## src/rtl/gost_round_engine.sv

```systemverilog
// gost_round_engine: iterative GOST 28147-89 / Magma 64-bit block cipher core.
// One Feistel round per clock by default. Defining GOST_ENGINE_UNROLL2_EN chains
// two rounds per clock (two subst instances), with results bit-identical to the
// default build. ZEROIZE=1 clears key, data state and result on handoff.

// Magma S-box layer: nibble i of the word goes through permutation row i.
module subst (
    input  logic [31:0] data_i,
    output logic [31:0] data_c_o
);
    // Row i holds pi_i; entry v sits at bits [4v+3:4v].
    localparam logic [63:0] SBOX [8] = '{
        64'h1F307D8E9B5A264C,
        64'hF0DB74E1C5A93286,
        64'h069C471EDAF2853B,
        64'hB9E35A076F4D128C,
        64'hC24BE390D618A5F7,
        64'h0E34187BAC296FD5,
        64'h73AD0B4FC19652E8,
        64'h2BC96AF43850DE71
    };

    // Per-nibble table lookup
    always_comb begin
        logic [63:0] row;
        data_c_o = '0;
        row      = '0;
        for (int i = 0; i < 8; i++) begin
            row                  = SBOX[3'(i)];
            data_c_o[4*i +: 4]   = row[{data_i[4*i +: 4], 2'b00} +: 4];
        end
    end
endmodule

module gost_round_engine #(
    parameter bit ZEROIZE = 1'b1
) (
    input  logic         clk,
    input  logic         rst_n,
    input  logic         in_valid,
    output logic         in_ready,
    input  logic [63:0]  in_data,
    input  logic [255:0] in_key,
    input  logic         in_decrypt,
    output logic         out_valid,
    input  logic         out_ready,
    output logic [63:0]  out_data,
    output logic         busy
);
    localparam int unsigned WORD_W = 32;
    localparam int unsigned RND_W  = 5;

    typedef enum logic [1:0] {
        S_IDLE = 2'd0,
        S_RUN  = 2'd1,
        S_DONE = 2'd2
    } state_e;

    state_e              state_q, state_d;
    logic [RND_W-1:0]    rnd_q, rnd_d;
    logic [255:0]        key_q, key_d;
    logic                dec_q, dec_d;
    logic [WORD_W-1:0]   n1_q, n1_d, n2_q, n2_d;
    logic [63:0]         out_data_q, out_data_d;
    logic                in_ready_q, in_ready_d;
    logic                out_valid_q, out_valid_d;
    logic                busy_q, busy_d;

    logic [WORD_W-1:0]   n1_rnd, n2_rnd;
    logic                last_rnd;

    function automatic logic [WORD_W-1:0] rol11(input logic [WORD_W-1:0] x);
        return {x[20:0], x[31:21]};
    endfunction

    // Subkey for a round: K_i lives at key[255-32*i -: 32]; the tail rounds
    // (last 8 for encrypt, last 24 for decrypt) walk the key words backwards.
    function automatic logic [WORD_W-1:0] round_key(input logic [255:0]    key,
                                                    input logic [RND_W-1:0] rnd,
                                                    input logic            dec);
        logic       fwd;
        logic [2:0] idx;
        fwd = dec ? (rnd < 5'd8) : (rnd < 5'd24);
        idx = fwd ? rnd[2:0] : ~rnd[2:0];
        return key[{~idx, 5'b00000} +: 32];
    endfunction

    logic [WORD_W-1:0] sum0, sub0, t0;

    // First (or only) round of this clock
    assign sum0 = n1_q + round_key(key_q, rnd_q, dec_q);
    subst u_subst0 (.data_i(sum0), .data_c_o(sub0));
    assign t0   = rol11(sub0);

`ifdef GOST_ENGINE_UNROLL2_EN
    localparam logic [RND_W-1:0] RND_STEP = 5'd2;
    localparam logic [RND_W-1:0] RND_LAST = 5'd30;

    logic [WORD_W-1:0] n1_mid, sum1, sub1, t1;

    // Second chained round on the odd round index
    assign n1_mid = n2_q ^ t0;
    assign sum1   = n1_mid + round_key(key_q, {rnd_q[4:1], 1'b1}, dec_q);
    subst u_subst1 (.data_i(sum1), .data_c_o(sub1));
    assign t1     = rol11(sub1);
    assign n1_rnd = n1_q ^ t1;
    assign n2_rnd = n1_mid;
`else
    localparam logic [RND_W-1:0] RND_STEP = 5'd1;
    localparam logic [RND_W-1:0] RND_LAST = 5'd31;

    assign n1_rnd = n2_q ^ t0;
    assign n2_rnd = n1_q;
`endif

    assign last_rnd = (rnd_q == RND_LAST);

    // Next-state, datapath load and registered-output decode
    always_comb begin
        state_d    = state_q;
        rnd_d      = rnd_q;
        key_d      = key_q;
        dec_d      = dec_q;
        n1_d       = n1_q;
        n2_d       = n2_q;
        out_data_d = out_data_q;
        unique case (state_q)
            S_IDLE: begin
                if (in_valid && in_ready_q) begin
                    state_d = S_RUN;
                    key_d   = in_key;
                    dec_d   = in_decrypt;
                    n1_d    = in_data[31:0];
                    n2_d    = in_data[63:32];
                    rnd_d   = '0;
                end
            end
            S_RUN: begin
                n1_d  = n1_rnd;
                n2_d  = n2_rnd;
                rnd_d = rnd_q + RND_STEP;
                if (last_rnd) begin
                    state_d    = S_DONE;
                    out_data_d = {n1_rnd, n2_rnd};
                end
            end
            S_DONE: begin
                if (out_ready) begin
                    state_d = S_IDLE;
                    if (ZEROIZE) begin
                        key_d      = '0;
                        n1_d       = '0;
                        n2_d       = '0;
                        out_data_d = '0;
                    end
                end
            end
            default: state_d = S_IDLE;
        endcase
        in_ready_d  = (state_d == S_IDLE);
        out_valid_d = (state_d == S_DONE);
        busy_d      = (state_d == S_RUN);
    end

    // State and datapath registers
    always_ff @(posedge clk or negedge rst_n) begin
        if (!rst_n) begin
            state_q     <= S_IDLE;
            rnd_q       <= '0;
            key_q       <= '0;
            dec_q       <= 1'b0;
            n1_q        <= '0;
            n2_q        <= '0;
            out_data_q  <= '0;
            in_ready_q  <= 1'b1;
            out_valid_q <= 1'b0;
            busy_q      <= 1'b0;
        end else begin
            state_q     <= state_d;
            rnd_q       <= rnd_d;
            key_q       <= key_d;
            dec_q       <= dec_d;
            n1_q        <= n1_d;
            n2_q        <= n2_d;
            out_data_q  <= out_data_d;
            in_ready_q  <= in_ready_d;
            out_valid_q <= out_valid_d;
            busy_q      <= busy_d;
        end
    end

    assign in_ready  = in_ready_q;
    assign out_valid = out_valid_q;
    assign out_data  = out_data_q;
    assign busy      = busy_q;

endmodule

```

## config.mk

```make
export PLATFORM = sky130hd
export DESIGN_NAME = gost_round_engine
export DESIGN_NICKNAME = d
export VERILOG_FILES = /design/src/rtl/gost_round_engine.sv
export SDC_FILE = /design/constraint.sdc
export NUM_CORES = 1
export LEC_CHECK = 0
export BUFFER_PORTS_ARGS = -buffer_cell sky130_fd_sc_hd__buf_4
export CAP_MARGIN = 20
export CORE_MARGIN = 4
export CORE_UTILIZATION = 55
export CTS_BUF_LIST = sky130_fd_sc_hd__clkbuf_4 sky130_fd_sc_hd__clkbuf_8
export CTS_CLUSTER_SIZE = 30
export DETAILED_ROUTE_END_ITERATION = 7
export MAX_ROUTING_LAYER = met4
export PLACE_DENSITY = 0.84
export SKIP_CTS_REPAIR_TIMING = 1
export SYNTH_ARGS = -nofsm -noshare
export SYNTH_HDL_FRONTEND = slang
export SYNTH_SLANG_ARGS = --single-unit
```

## constraint.sdc

```tcl
create_clock -name clk -period 11.2 [get_ports clk]
set_input_delay 1.68 -clock clk [delete_from_list [all_inputs] [get_ports clk]]
set_output_delay 1.68 -clock clk [all_outputs]
set_load 0.02 [all_outputs]
```

; ---- Yosys cells after proc, flatten, opt, wreduce, memory -nomap -nowiden
; Cells that the tools add are included.
; Widths: inputs -> output; s select.
[op_classes]
n_addsub = 2
magnitude_cmp = 2
eq_ne = 8
shift = 9
muxes = 19
bitwise_logic = 3
reduce_logical = 12
[op_table]
columns = operator, count
row1 = $mux 256, 2
row2 = $pmux 256 s2, 1
row3 = $shiftx 256x9->32, 1
row4 = $shiftx 64x7->4 const A, 4
row5 = $pmux 32 s3, 2
row6 = $mux 64, 2
row7 = $pmux 64 s2, 1
row8 = $mux 32, 3
row9 = $add 32x32->32, 1
row10 = $xor 32x32->32, 1
row11 = $shiftx 1x7->4 const A, 4
row12 = $pmux 5 s2, 1
row13 = $reduce_and 3->1, 3
row14 = $mux 2, 3
row15 = $ne 2x2->1 const B, 3
row16 = $not 3->3, 2
row17 = $pmux 2 s3, 1
row18 = $reduce_bool 2->1, 3
row19 = $add 5x1->5 const B, 1
row20 = $eq 5x5->1 const B, 1
row21 = $lt 5x4->1 const B, 1
row22 = $lt 5x5->1 const B, 1
row23 = $mux 5, 1
row24 = $eq 2x1->1 const B, 2
row25 = 7 further kinds, 10
[totals]
register_bits = 395
input_bits = 325
output_inout_bits = 67
word_cells = 65

; ---- Depth between registers and ports, before layout
[logic_depth]
ltp_word = 10
mapped_depth = 20
mapped_depth_nobuf = 19

; ---- Cells and area by module
; A second synthesis with hierarchy kept.
[hier_totals]
cells_unflattened = 1768
hier_area_um2 = 20188.1
[modules_own_cells]
columns = mod, n_inst, cells_each, area_each_um2, seq_area_each_um2
row1 = gost_round_engine, 1, 1659, 19351.1, 9885.7
row2 = subst, 1, 109, 837.1, 0.0

; ---- Least setup slack after synthesis
; No wires, ideal clock.
[synth_timing]
path_type = register to register
from = reg rnd_q[3]
to = reg n1_q[23]
setup_ps = 127
arrival_ps = 5217
t_required_ps = 11073
setup_slack_ps = 5855
path_stages_with_launch = 19
path_buffers = 1
period_less_slack_ps = 5345
path_cell_list = dfrtp_1 > maj3_2 > xnor2_1 > buf_1 > mux4_2 > mux2_2 > ha_1 > inv_1 > fa_1 > nand2b_1 > a21o_1 > a31oi_1 > o41a_1 > xor2_1 > ha_1 > mux4_2 > xnor2_2 > a221oi_1 > nor2_1
[synth_via]
elab_chain_len = 9
elab_cells_between_ends = 10
cone_classes = add/sub: 1 / order compare: 2 / shift: 2 / mux: 3 / bitwise: 2
[synth_lines]
columns = element, line_no
row1 = "start, declared", 60  ; logic [RND_W-1:0] rnd_q, rnd_d;
row2 = "start signal, assigned", 180  ; rnd_q <= rnd_d;
row3 = $lt 5x5->1 or $lt 5x4->1 (tied branches), 83  ; fwd = dec ? (rnd < 5'd8) : (rnd < 5'd24);
row4 = $mux 1 *, 83
row5 = $mux 3 *, 84  ; idx = fwd ? rnd[2:0] : ~rnd[2:0];
row6 = $not 3->3 *, 85  ; return key[{~idx, 5'b00000} +: 32];
row7 = $shiftx 256x9->32 *, 85
row8 = $add 32x32->32 *, 91  ; assign sum0 = n1_q + round_key(key_q, rnd_q, dec_q);
row9 = $shiftx 64x7->4 *, 30  ; data_c_o[4*i +: 4] = row[{data_i[4*i +: 4], 2'b00} +: 4];
row10 = $xor 32x32->32 *, 112  ; assign n1_rnd = n2_q ^ t0;
row11 = $pmux 32 s3 *, 127  ; unique case (state_q)
row12 = "end signal, assigned", 183  ; n1_q <= n1_d;
row13 = "end, declared", 63  ; logic [WORD_W-1:0] n1_q, n1_d, n2_q, n2_d;
; Mark *: on every way between the ends. The rest lies on a longest branch, timed or not.
; A chain may end at the register's enable or synchronous reset.

; ---- Final worst setup path
; Same ends and word-level chain as after synthesis.

==> results.py <==
metrics = {
    "run_status": {
        "status": "finished clean",
    },
    "logic_synthesis": {
        "syn_inst": 1018,
        "ys_seq_elements": 235,
        "ys.flop_type": "dfrtp_1",
        "syn-mean-instance-area_um2": 11.4,
        "ys_warn_count": 0,
        "synth_async_sr_flop_share": 1.00,
        "synthDistinctLibCells": 61,
        "synth_edf_count": 0,
        "synth_area_um2": 11600,
        "ys_seq_area_frac": 0.508,
    },
    "layout": {
        "final_net_count": 1590,
        "antennaDiodeCount": 0,
        "final_common_cell": "buf_4",
        "area_growth_pct": 23.6,
        "final_cell_mix": "242 x buf_4, 234 x dfrtp_1, 138 x a22o_1",
        "multiInputGateArea_um2": 5350,
        "utilization": 0.697,
        "drive_gt1_frac": 0.303,
        "nFillCells": 1469,
        "register_area_um2": 5880,
    },
    "sta": {
        "finalCritPeriodShare": 0.516,
        "tns_ns": 0,
        "drv_slew": 0,
        "hold_viol_final": 0,
        "worstMarginPinSlew_ns": 1.00,
        "rsz0062_at_grt": "no",
        "max_slew_margin": 0.331,
        "setup_viol": 0,
        "period_minus_slack_ns": 5.77,
        "fmax_mhz": 173,
        "fin_worst_skew_ns": 0.0120,
    },
    "global_route": {
        "grt_pass1_vias": 8900,
        "grt_usage": 0.262,
        "grt_pass1_wl_um": 48600,
        "antenna_found_initial": 0,
        "overflow": 0,
        "grt_max_degree": 101,
    },
    "cts": {
        "cts_tree": "built",
        "cts.sinks": 235,
        "cts.path.max_buffers": 3,
        "cts_buffers": 40,
        "clkTransAtPathRegs_ns": 0.06,
        "insertion_delay_ns": 0.53,
        "cts_root_buf": "clkbuf_8",
        "cts-htree-levels": 2,
    },
    "drt": {
        "wl_per_cell_um": 19.6,
        "route.detailed.drc": 0,
        "wl_um": 30100,
        "drtAntennaViolNets": 0,
        "vias_per_cell": 5.93,
        "first_pass_iters": 6,
        "num_vias": 9087,
        "initialDrtViolationCount": 609,
    },
    "pwr": {
        "power.density_nw_per_um2": 398,
        "ir_worst_vdd_v": 0.000201,
        "pwr-share-comb": 0.597,
        "p_int_mw": 3.21,
        "power_frac_seq": 0.263,
        "p_clk_frac": 0.140,
        "power.leakage_nw": 6.96,
        "p_sw_mw": 2.47,
        "p_sw_frac": 0.435,
    },
    "die": {
        "coreArea_um2": 20500,
        "initial_core_util": 0.565,
        "die_area_um2": 23400,
        "die_height_um": 153,
        "row_count": 52,
        "die_x_um": 153,
        "ios": 392,
    },
    "job": {
        "maxCapViolCount": 0,
    },
    "setup_path": {
        "startpoint_type": "register",
        "worst_ep_arrival_time_ns": 6.17,
        "critical_path_class": "register to register",
        "worstPathRequired_ns": 11.60,
        "endpoint_kind": "register",
        "path_max_fanout": 30,
    },
    "placement": {
        "gp_congestion": 0.875,
        "portBuffers": 231,
        "hpwlAfterDp_um": 21100,
    },
    "worst_hold_path": {
        "worstHoldPathType": "register to register",
    },
}
[cell families after synthesis]
logic type	synth area share
and+or+nand+nor	0.0997
xor gates and xnor gates	0.0284
muxes	0.0969
buffers and inverters	0.0380
other	0.000324
adders and majority gates	0.0362
AOI/OAI and AO/OA	0.192
DFF	0.508
[through the flow]
step	hold slack (ns)	instances	total power, mW	worst slack (ns)	instance area, um^2
2_1_floorplan	0.440	1033	4.06	5.86	11600
3_3_place_gp	0.452	1461	4.71	5.49	13500
3_5_place_dp	0.458	1461	4.87	5.42	13500
4_1_cts	0.470	1533	5.69	5.41	14300
5_1_grt	0.494	1533	6.13	5.00	14300
6_report	0.466	1533	5.69	5.43	14300
[synthesized netlist by cell type (2+ instances only)]
library cell,count,share of area
a211o_1,2,0.0015
a211oi_1,2,0.0013
a21o_1,6,0.0039
a21oi_1,21,0.0091
a221oi_1,26,0.020
a22o_1,138,0.10
a2bb2oi_1,4,0.0030
a32o_1,2,0.0017
and2_1,4,0.0022
and3_1,5,0.0027
buf_1,6,0.0019
buf_4,17,0.011
clkbuf_1,62,0.020
dfrtp_1,234,0.51
ha_1,31,0.034
inv_1,15,0.0049
mux2_2,18,0.018
mux2i_1,10,0.0087
mux4_1,2,0.0045
mux4_2,34,0.066
nand2_1,99,0.032
nand2b_1,37,0.020
nand3_1,21,0.0091
nor2_1,74,0.024
nor2b_1,2,0.0011
nor3_1,6,0.0026
o211ai_1,7,0.0045
o21a_1,6,0.0039
o21ai_0,58,0.025
o21ai_1,2,0.00087
o221ai_1,2,0.0015
o31ai_1,3,0.0019
or2_0,2,0.0011
or2_2,2,0.0011
xnor2_1,14,0.011
xnor2_2,2,0.0028
xor2_1,18,0.014
[layout make-up]
| type | count | share of cell area |
|---|---|---|
| well taps | 270 | 0.0236 |
| repair buffers | 243 | 0.128 |
| inverters | 15 | 0.00394 |
| clock buffers | 65 | 0.0543 |
| multi-input cells | 698 | 0.374 |
| clock inverters | 7 | 0.00455 |
| flip-flops and latches | 235 | 0.411 |
[routing by layer]
metal  up-vias  part of all wire  global-route usage
met3        49              0.10              0.0690
met5         -                 0                   -
li1       4166                 -                   -
met1      4429              0.43               0.377
met4         0             0.021              0.0662
met2       443              0.44               0.377
[flip-flops by register name, indices dropped and copies added (netlist names)]
| register | cells |
|---|---|
| busy | 1 |
| dec_q | 1 |
| in_ready | 1 |
| key_q | 128 |
| n1_q | 32 |
| n2_q | 16 |
| out_data | 48 |
| out_valid | 1 |
| rnd_q | 5 |
| state_q | 2 |
[worst paths after layout]
path                       cells after the start  slack [ns]                        to                 start
setup / recovery                              18        5.43      n1_q[23]$_DFFE_PN0P_  rnd_q[3]$_DFFE_PN0P_
min in group asynchronous                      1        1.19  out_data[46]$_DFFE_PN0P_                 rst_n
max in group asynchronous                      2        8.63     key_q[79]$_DFFE_PN0P_                 rst_n
hold / removal                                 2        0.47      n1_q[30]$_DFFE_PN0P_  n1_q[30]$_DFFE_PN0P_
setup reg to reg                              18        5.43      n1_q[23]$_DFFE_PN0P_  rnd_q[3]$_DFFE_PN0P_
hold reg to reg                                2        0.47      n1_q[30]$_DFFE_PN0P_  n1_q[30]$_DFFE_PN0P_
[power by group through the flow]
| stage | Combinational (mW) | Sequential, mW | Clock [mW] |
|---|---|---|---|
| 6_report | 3.40 | 1.49 | 0.798 |
| 5_1_grt | 3.74 | 1.54 | 0.849 |
| 4_1_cts | 3.39 | 1.49 | 0.814 |
| 3_5_place_dp | 3.36 | 1.50 | 0 |
| 3_3_place_gp | 3.23 | 1.48 | 0 |
| 2_1_floorplan | 2.59 | 1.47 | 0 |
[worst max-delay path, cell delays in order, from the launching register on]
cell and delay [ns]:
dfrtp_1 0.42, maj3_2 0.41, xnor2_2 0.14, buf_4 0.51
mux4_2 0.62, mux2_2 0.30, ha_1 0.20, inv_1 0.07
fa_1 0.19, nand2b_1 0.14, a21o_1 0.17, a31oi_1 0.17
o41a_1 0.42, xor2_1 0.50, ha_1 0.36, mux4_2 0.49
xnor2_2 0.16, a221oi_1 0.26, nor2_1 0.08
(Power assumes the default switching activity.)
